File: src/rtl/ddr3_arb_pkg.sv
// Shared types and default widths for the DDR3 CPU port arbiter.
// Request entries are packed {cmd, ba, addr, col, wr_data}.
package ddr3_arb_pkg;

  localparam int DEF_BA_W   = 3;
  localparam int DEF_ROW_W  = 15;
  localparam int DEF_COL_W  = 10;
  localparam int DEF_DATA_W = 64;

  typedef enum logic {
    CMD_RD = 1'b0,
    CMD_WR = 1'b1
  } cmd_e;

  typedef struct packed {
    cmd_e                  cmd;
    logic [DEF_BA_W-1:0]   ba;
    logic [DEF_ROW_W-1:0]  addr;
    logic [DEF_COL_W-1:0]  col;
    logic [DEF_DATA_W-1:0] wr_data;
  } req_t;

  function automatic int id_w(input int n);
    return (n > 1) ? $clog2(n) : 1;
  endfunction

endpackage

File: src/rtl/ddr3_req_fifo.sv
// Synchronous FIFO with full/empty/count; push is refused while full.
// DEPTH must be a power of two so the pointers wrap naturally.
module ddr3_req_fifo #(
  parameter int WIDTH = 8,
  parameter int DEPTH = 4
) (
  input  logic                   clk,
  input  logic                   rst,
  input  logic                   push,
  input  logic [WIDTH-1:0]       din,
  input  logic                   pop,
  output logic [WIDTH-1:0]       dout,
  output logic                   full,
  output logic                   empty,
  output logic [$clog2(DEPTH):0] count
);

  localparam int AW = $clog2(DEPTH);
  localparam int CW = AW + 1;

  logic [WIDTH-1:0] mem [DEPTH];
  logic [AW-1:0]    wr_ptr;
  logic [AW-1:0]    rd_ptr;
  logic             do_push;
  logic             do_pop;

  assign full    = (count == CW'(DEPTH));
  assign empty   = (count == '0);
  assign dout    = mem[rd_ptr];
  assign do_push = push & ~full;
  assign do_pop  = pop & ~empty;

  always_ff @(posedge clk) begin
    if (rst) begin
      wr_ptr <= '0;
      rd_ptr <= '0;
      count  <= '0;
    end else begin
      if (do_push)
        wr_ptr <= wr_ptr + 1'b1;
      if (do_pop)
        rd_ptr <= rd_ptr + 1'b1;
      count <= count + CW'(do_push)
                     - CW'(do_pop);
    end
  end

  always_ff @(posedge clk) begin
    if (do_push)
      mem[wr_ptr] <= din;
  end

endmodule

File: src/rtl/ddr3_cpu_port_arbiter.sv
// Multi-port CPU front end: per-port request FIFOs, round-robin
// arbitration into one registered request, in-order read-tag return.
module ddr3_cpu_port_arbiter
  import ddr3_arb_pkg::*;
#(
  parameter int NUM_PORTS  = 2,
  parameter int FIFO_DEPTH = 4,
  parameter int MAX_RD_OUT = 8,
  parameter int BA_W       = DEF_BA_W,
  parameter int ROW_W      = DEF_ROW_W,
  parameter int COL_W      = DEF_COL_W,
  parameter int DATA_W     = DEF_DATA_W
) (
  input  logic                          CPU_CLK,
  input  logic                          RESET,
  input  logic [NUM_PORTS-1:0]          P_VALID,
  output logic [NUM_PORTS-1:0]          P_READY,
  input  logic [NUM_PORTS-1:0]          P_CMD,
  input  logic [NUM_PORTS*BA_W-1:0]     P_BA,
  input  logic [NUM_PORTS*ROW_W-1:0]    P_ADDR,
  input  logic [NUM_PORTS*COL_W-1:0]    P_COL,
  input  logic [NUM_PORTS*DATA_W-1:0]   P_WR_DATA,
  output logic [NUM_PORTS-1:0]          P_RD_VALID,
  output logic [DATA_W-1:0]             P_RD_DATA,
  output logic                          REQ_VALID,
  input  logic                          REQ_READY,
  output logic                          REQ_CMD,
  output logic [BA_W-1:0]               REQ_BA,
  output logic [ROW_W-1:0]              REQ_ADDR,
  output logic [COL_W-1:0]              REQ_COL,
  output logic [DATA_W-1:0]             REQ_WR_DATA,
  output logic [id_w(NUM_PORTS)-1:0]    REQ_PORT,
  input  logic                          CONT_RD_VALID,
  input  logic [DATA_W-1:0]             CONT_RD_DATA,
  output logic                          RD_ERR
);

  localparam int PW  = id_w(NUM_PORTS);
  localparam int EW  = 1 + BA_W + ROW_W + COL_W + DATA_W;
  localparam int FCW = $clog2(FIFO_DEPTH) + 1;
  localparam int TCW = $clog2(MAX_RD_OUT) + 1;

  logic [EW-1:0]        head [NUM_PORTS];
  logic [FCW-1:0]       unused_cnt [NUM_PORTS];
  logic [NUM_PORTS-1:0] f_full;
  logic [NUM_PORTS-1:0] f_empty;
  logic [NUM_PORTS-1:0] f_push;
  logic [NUM_PORTS-1:0] f_pop;
  logic [NUM_PORTS-1:0] elig;

  logic                 t_full;
  logic                 t_empty;
  logic                 t_push;
  logic [PW-1:0]        t_head;
  logic [TCW-1:0]       unused_tcnt;

  logic                 load;
  logic                 gnt_found;
  logic [PW-1:0]        gnt_idx;
  logic [PW-1:0]        rr_ptr;
  logic [EW-1:0]        gnt_head;
  logic                 gnt_rd;

  assign P_READY = ~f_full & {NUM_PORTS{~RESET}};
  assign f_push  = P_VALID & P_READY;

  for (genvar i = 0; i < NUM_PORTS; i++) begin : g_port
    ddr3_req_fifo #(
      .WIDTH (EW),
      .DEPTH (FIFO_DEPTH)
    ) u_fifo (
      .clk   (CPU_CLK),
      .rst   (RESET),
      .push  (f_push[i]),
      .din   ({P_CMD[i],
               P_BA[i*BA_W +: BA_W],
               P_ADDR[i*ROW_W +: ROW_W],
               P_COL[i*COL_W +: COL_W],
               P_WR_DATA[i*DATA_W +: DATA_W]}),
      .pop   (f_pop[i]),
      .dout  (head[i]),
      .full  (f_full[i]),
      .empty (f_empty[i]),
      .count (unused_cnt[i])
    );

    // a read head with no free tag stalls its whole port
    assign elig[i] = ~f_empty[i] &
      ((cmd_e'(head[i][EW-1]) == CMD_WR) | ~t_full);
  end

  assign load = ~REQ_VALID | REQ_READY;

  always_comb begin
    gnt_found = 1'b0;
    gnt_idx   = '0;
    for (int k = 0; k < NUM_PORTS; k++) begin
      if (!gnt_found &&
          elig[(int'(rr_ptr) + k) % NUM_PORTS]) begin
        gnt_found = 1'b1;
        gnt_idx   = PW'((int'(rr_ptr) + k) % NUM_PORTS);
      end
    end
  end

  assign gnt_head = head[gnt_idx];
  assign gnt_rd   = (cmd_e'(gnt_head[EW-1]) == CMD_RD);
  assign t_push   = load & gnt_found & gnt_rd;

  always_comb begin
    f_pop = '0;
    if (load && gnt_found)
      f_pop[gnt_idx] = 1'b1;
  end

  always_ff @(posedge CPU_CLK) begin
    if (RESET) begin
      REQ_VALID   <= 1'b0;
      REQ_CMD     <= 1'b0;
      REQ_BA      <= '0;
      REQ_ADDR    <= '0;
      REQ_COL     <= '0;
      REQ_WR_DATA <= '0;
      REQ_PORT    <= '0;
      rr_ptr      <= '0;
    end else if (load) begin
      REQ_VALID <= gnt_found;
      if (gnt_found) begin
        {REQ_CMD, REQ_BA, REQ_ADDR,
         REQ_COL, REQ_WR_DATA} <= gnt_head;
        REQ_PORT <= gnt_idx;
        rr_ptr   <= (gnt_idx == PW'(NUM_PORTS - 1))
                    ? '0 : gnt_idx + 1'b1;
      end
    end
  end

  ddr3_req_fifo #(
    .WIDTH (PW),
    .DEPTH (MAX_RD_OUT)
  ) u_tag (
    .clk   (CPU_CLK),
    .rst   (RESET),
    .push  (t_push),
    .din   (gnt_idx),
    .pop   (CONT_RD_VALID),
    .dout  (t_head),
    .full  (t_full),
    .empty (t_empty),
    .count (unused_tcnt)
  );

  always_ff @(posedge CPU_CLK) begin
    if (RESET) begin
      P_RD_VALID <= '0;
      P_RD_DATA  <= '0;
      RD_ERR     <= 1'b0;
    end else begin
      P_RD_VALID <= '0;
      if (CONT_RD_VALID) begin
        if (t_empty) begin
          RD_ERR <= 1'b1;
        end else begin
          P_RD_VALID[t_head] <= 1'b1;
          P_RD_DATA          <= CONT_RD_DATA;
        end
      end
    end
  end

endmodule

File: config.mk
export PLATFORM = sky130hd
export DESIGN_NAME = ddr3_cpu_port_arbiter
export DESIGN_NICKNAME = d
export VERILOG_FILES = /design/src/rtl/ddr3_arb_pkg.sv /design/src/rtl/ddr3_req_fifo.sv /design/src/rtl/ddr3_cpu_port_arbiter.sv
export SDC_FILE = /design/constraint.sdc
export NUM_CORES = 1
export LEC_CHECK = 0
export BUFFER_PORTS_ARGS = -buffer_cell sky130_fd_sc_hd__buf_4
export CAP_MARGIN = 0
export CORE_ASPECT_RATIO = 0.9
export CORE_MARGIN = 2
export CORE_UTILIZATION = 55
export CTS_CLUSTER_SIZE = 30
export DETAILED_ROUTE_END_ITERATION = 10
export GPL_TIMING_DRIVEN = 0
export PLACE_DENSITY_LB_ADDON = 0.12
export SYNTH_ARGS = -nofsm -noshare
export SYNTH_HDL_FRONTEND = slang
export SYNTH_SLANG_ARGS = --single-unit
File: constraint.sdc
create_clock -name CPU_CLK -period 9.1 [get_ports CPU_CLK]
set_clock_uncertainty 0.15 [all_clocks]
set_input_delay 1.82 -clock CPU_CLK [delete_from_list [all_inputs] [get_ports CPU_CLK]]
set_output_delay 1.82 -clock CPU_CLK [all_outputs]
set_load 0.01 [all_outputs]
==> results.sh <==
export IMPL_critPathMaxFanout=10
export IMPL_synth_flop_cell="edfxtp_1"
export IMPL_place_gp_congestion=0.907
export IMPL_ant_nets=0
export IMPL_worstPathRequired_ps=7130
export IMPL_clock_fmax_mhz=141
export IMPL_synth_cell_types=43
export IMPL_critPathMostFrequentCell="clkbuf_1"
export IMPL_ioPinCount=420
export IMPL_rsz0062_at_grt="no"
export IMPL_clkTransAtPathRegs_ps=60
export IMPL_yosysWarnings=0
export IMPL_synth_top_cell_area_share_pct=63.3
export IMPL_drive_gt1_share_pct=31.6
export IMPL_async_flop_share_pct=0
export IMPL_fp_row_count=88
export IMPL_ff_latch_area_mm2=0.0265
export IMPL_fin_crit_ps=7070
export IMPL_globalRouteTotalUtil_pct=27.2
export IMPL_post_place_ws_ps=1920
export IMPL_worstHoldPathType="register to register"
export IMPL_ys_seq_area_share_pct=74.2
export IMPL_critPathSlowestCell="clkbuf_1"
export IMPL_cts_tree="built"
export IMPL_syn_nets=2198
export IMPL_area_delta_synth_final_pct=21.0
export IMPL_crit_type="input pin to output pin"
export IMPL_multi_input_area_mm2=0.00856
export IMPL_cts_resized=0
export IMPL_drc_errors=0
export IMPL_relSlewSlack_pct=16.9
export IMPL_cts_buffer_depth=3
export IMPL_hold_viol_final=0
export IMPL_viasPerCell=6.02
export IMPL_clk_latency_ps=640
export IMPL_fp_dieH_um=246
export IMPL_overflow=0
export IMPL_slew_viol_final=0
export IMPL_yosysTopAreaCell="edfxtp_1"
export IMPL_h_tree_depth=3
export IMPL_grt_pass1_vias=20700
export IMPL_die_w_um=273
export IMPL_post_route_period_util_pct=77.7
export IMPL_path_cells="clkbuf_1, clkbuf_1, clkbuf_1, buf_1, a21oi_1, buf_4"
export IMPL_root_buffer="clkbuf_16"
export IMPL_yosys_top_cells_area="edfxtp_1 (63%), mux4_2 (12%), dfxtp_1 (11%), nor4b_1 (4.5%), a211o_1 (2.3%)"
export IMPL_critPathLaunchType="input pin"
export IMPL_num_vias=20400
export IMPL_cts_sinks=946
export IMPL_wl_met3_um=8170
export IMPL_critPathArrivalTime_ps=5100
export IMPL_p_leak_nw=15.2
export IMPL_critPathMaxStageDelay_ps=940
export IMPL_endpoint_kind="output pin"
export IMPL_initial_core_util_pct=55.6
export IMPL_setup_ws_ps=2030
export IMPL_tightest_slew_ps=1250
export IMPL_max_cap_violations=0
export IMPL_synth_most_common_cell="edfxtp_1"
export IMPL_antenna_found_initial=13
export IMPL_wl_per_cell_um=26.8
export IMPL_vdd_drop_max_mv=0.182
export IMPL_highest_layer="met5"
export IMPL_drtIter0Drc=1969
export IMPL_dp_hpwl_um=61100
export IMPL_synthCells=1919
export IMPL_fin_nets=2724
export IMPL_wl_um=90500
export IMPL_die_area_mm2=0.0669
export IMPL_drt_pass1_iter_count=5
export IMPL_ys_seq_elements=946
export IMPL_ys_top_cells_by_count="edfxtp_1 (752), dfxtp_1 (194), mux4_2 (188), nor4b_1 (183), nand2_1 (135)"
export IMPL_powerDensity_mw_per_mm2=280
export IMPL_io_buffers=418
export IMPL_cts_hold_buffers_added=0
export IMPL_finalSetupViolations=0
export IMPL_status="finished clean"
export IMPL_fillers=4352
export IMPL_cts_made_buffers=93
export IMPL_fp_coreArea_mm2=0.0642
export IMPL_synth_edf_count=752
export IMPL_dr_wl_met2_um=45000
export IMPL_netlist_area_mm2=0.0357
export IMPL_m1WireLength_um=35100
export IMPL_grt_max_degree=49
export IMPL_cts_setup_buffers=0
export IMPL_avgSynthCellArea_um2=18.6
export IMPL_grt_pass1_wl_um=133000
export IMPL_fin_setup_tns_ps=0
-- where the power goes --
part           switching [W]  total (W)  internal [W]
registers           0.000190    0.00528       0.00509
clock network        0.00157    0.00366       0.00209
logic                0.00179    0.00315       0.00136
total                0.00355     0.0121       0.00854
-- critical path, delay by kind of cell --
family | cells | cell delay (ps)
AO/OA/AOI/OAI | 1 | 120
buffers and inverters | 5 | 3130
-- flip-flops by register name (all words and copies together), names as in the netlist, 4 cells and up, named ones only --
register,count
REQ_COL,10
REQ_WR_DATA,64
g_port.u_fifo.mem,744
g_port.u_fifo.wr_ptr,4
REQ_ADDR,15
g_port.u_fifo.count,6
P_RD_DATA,64
g_port.u_fifo.rd_ptr,4
u_tag.mem,8
u_tag.count,4
-- per-layer routing --
layer,vias to the layer above,GRT usage (%)
met5,-,0
met4,14,7.66
met3,152,6.98
met2,886,45.4
met1,10500,35.7
li1,8856,-
-- final timing paths --
kind                       start                   endpoint  slack, ps  depth (start not counted)
setup / recovery           RESET                 P_READY[0]       2030                          6
hold reg to reg    P_RD_DATA[37]              P_RD_DATA[37]        300                          2
setup reg to reg  u_tag.count[2]  g_port[1].u_fifo.count[2]       4640                         16
hold / removal     P_RD_DATA[37]              P_RD_DATA[37]        300                          2
-- logic make-up (layout without fill, tap and decap cells) --
group	Yosys count	count (layout)	share of synthesized area, %
AO/OA/AOI/OAI	199	199	4.06
XOR/XNOR	10	10	0.245
adder cells (fa/ha/maj)	23	23	0.869
buffers and inverters	170	776	1.90
flip-flops	946	946	74.2
multiplexers	189	189	11.9
other	0	4	0
AND/OR/NAND/NOR	382	382	6.88
-- cell usage in the layout, fill, tap and decap left out, types with 5 or more instances in the layout --
cell	instances
clkinv_1	6
nor4b_1	183
xnor2_1	6
buf_16	8
dfxtp_1	194
clkbuf_1	134
buf_1	11
buf_4	418
mux4_2	188
clkbuf_16	95
a211o_1	93
inv_1	27
a21oi_1	74
ha_1	20
nor4_1	6
and2_4	8
edfxtp_1	752
clkinv_2	14
nor2_1	21
buf_12	5
o2111ai_1	6
buf_2	33
clkbuf_8	16
nand2_1	135
nor2b_1	5
nor3_1	8
-- layout make-up --
class                   count  area share, %
flip-flops and latches    946           61.3
multi-input cells         803           19.8
repair buffers            431           8.01
clock buffers             148           6.34
well taps                 855           2.48
plain buffers             142           1.33
clock inverters            27          0.435
inverters                  28          0.243
diodes                      4         0.0232
-- stage by stage --
step	util, %	hold WS, ps	cells	power (W)	area [µm²]
global route	67.2	320	3382	0.0126	43200
detailed placement	62.7	297	3205	0.00852	40200
CTS	67.2	306	3380	0.0122	43200
floorplan	-	304	1919	0.00727	35700
global placement	62.2	292	3192	0.00844	39900
finish	67.3	304	3384	0.0121	43200
No activity file was read; power rests on OpenSTA's default activity.
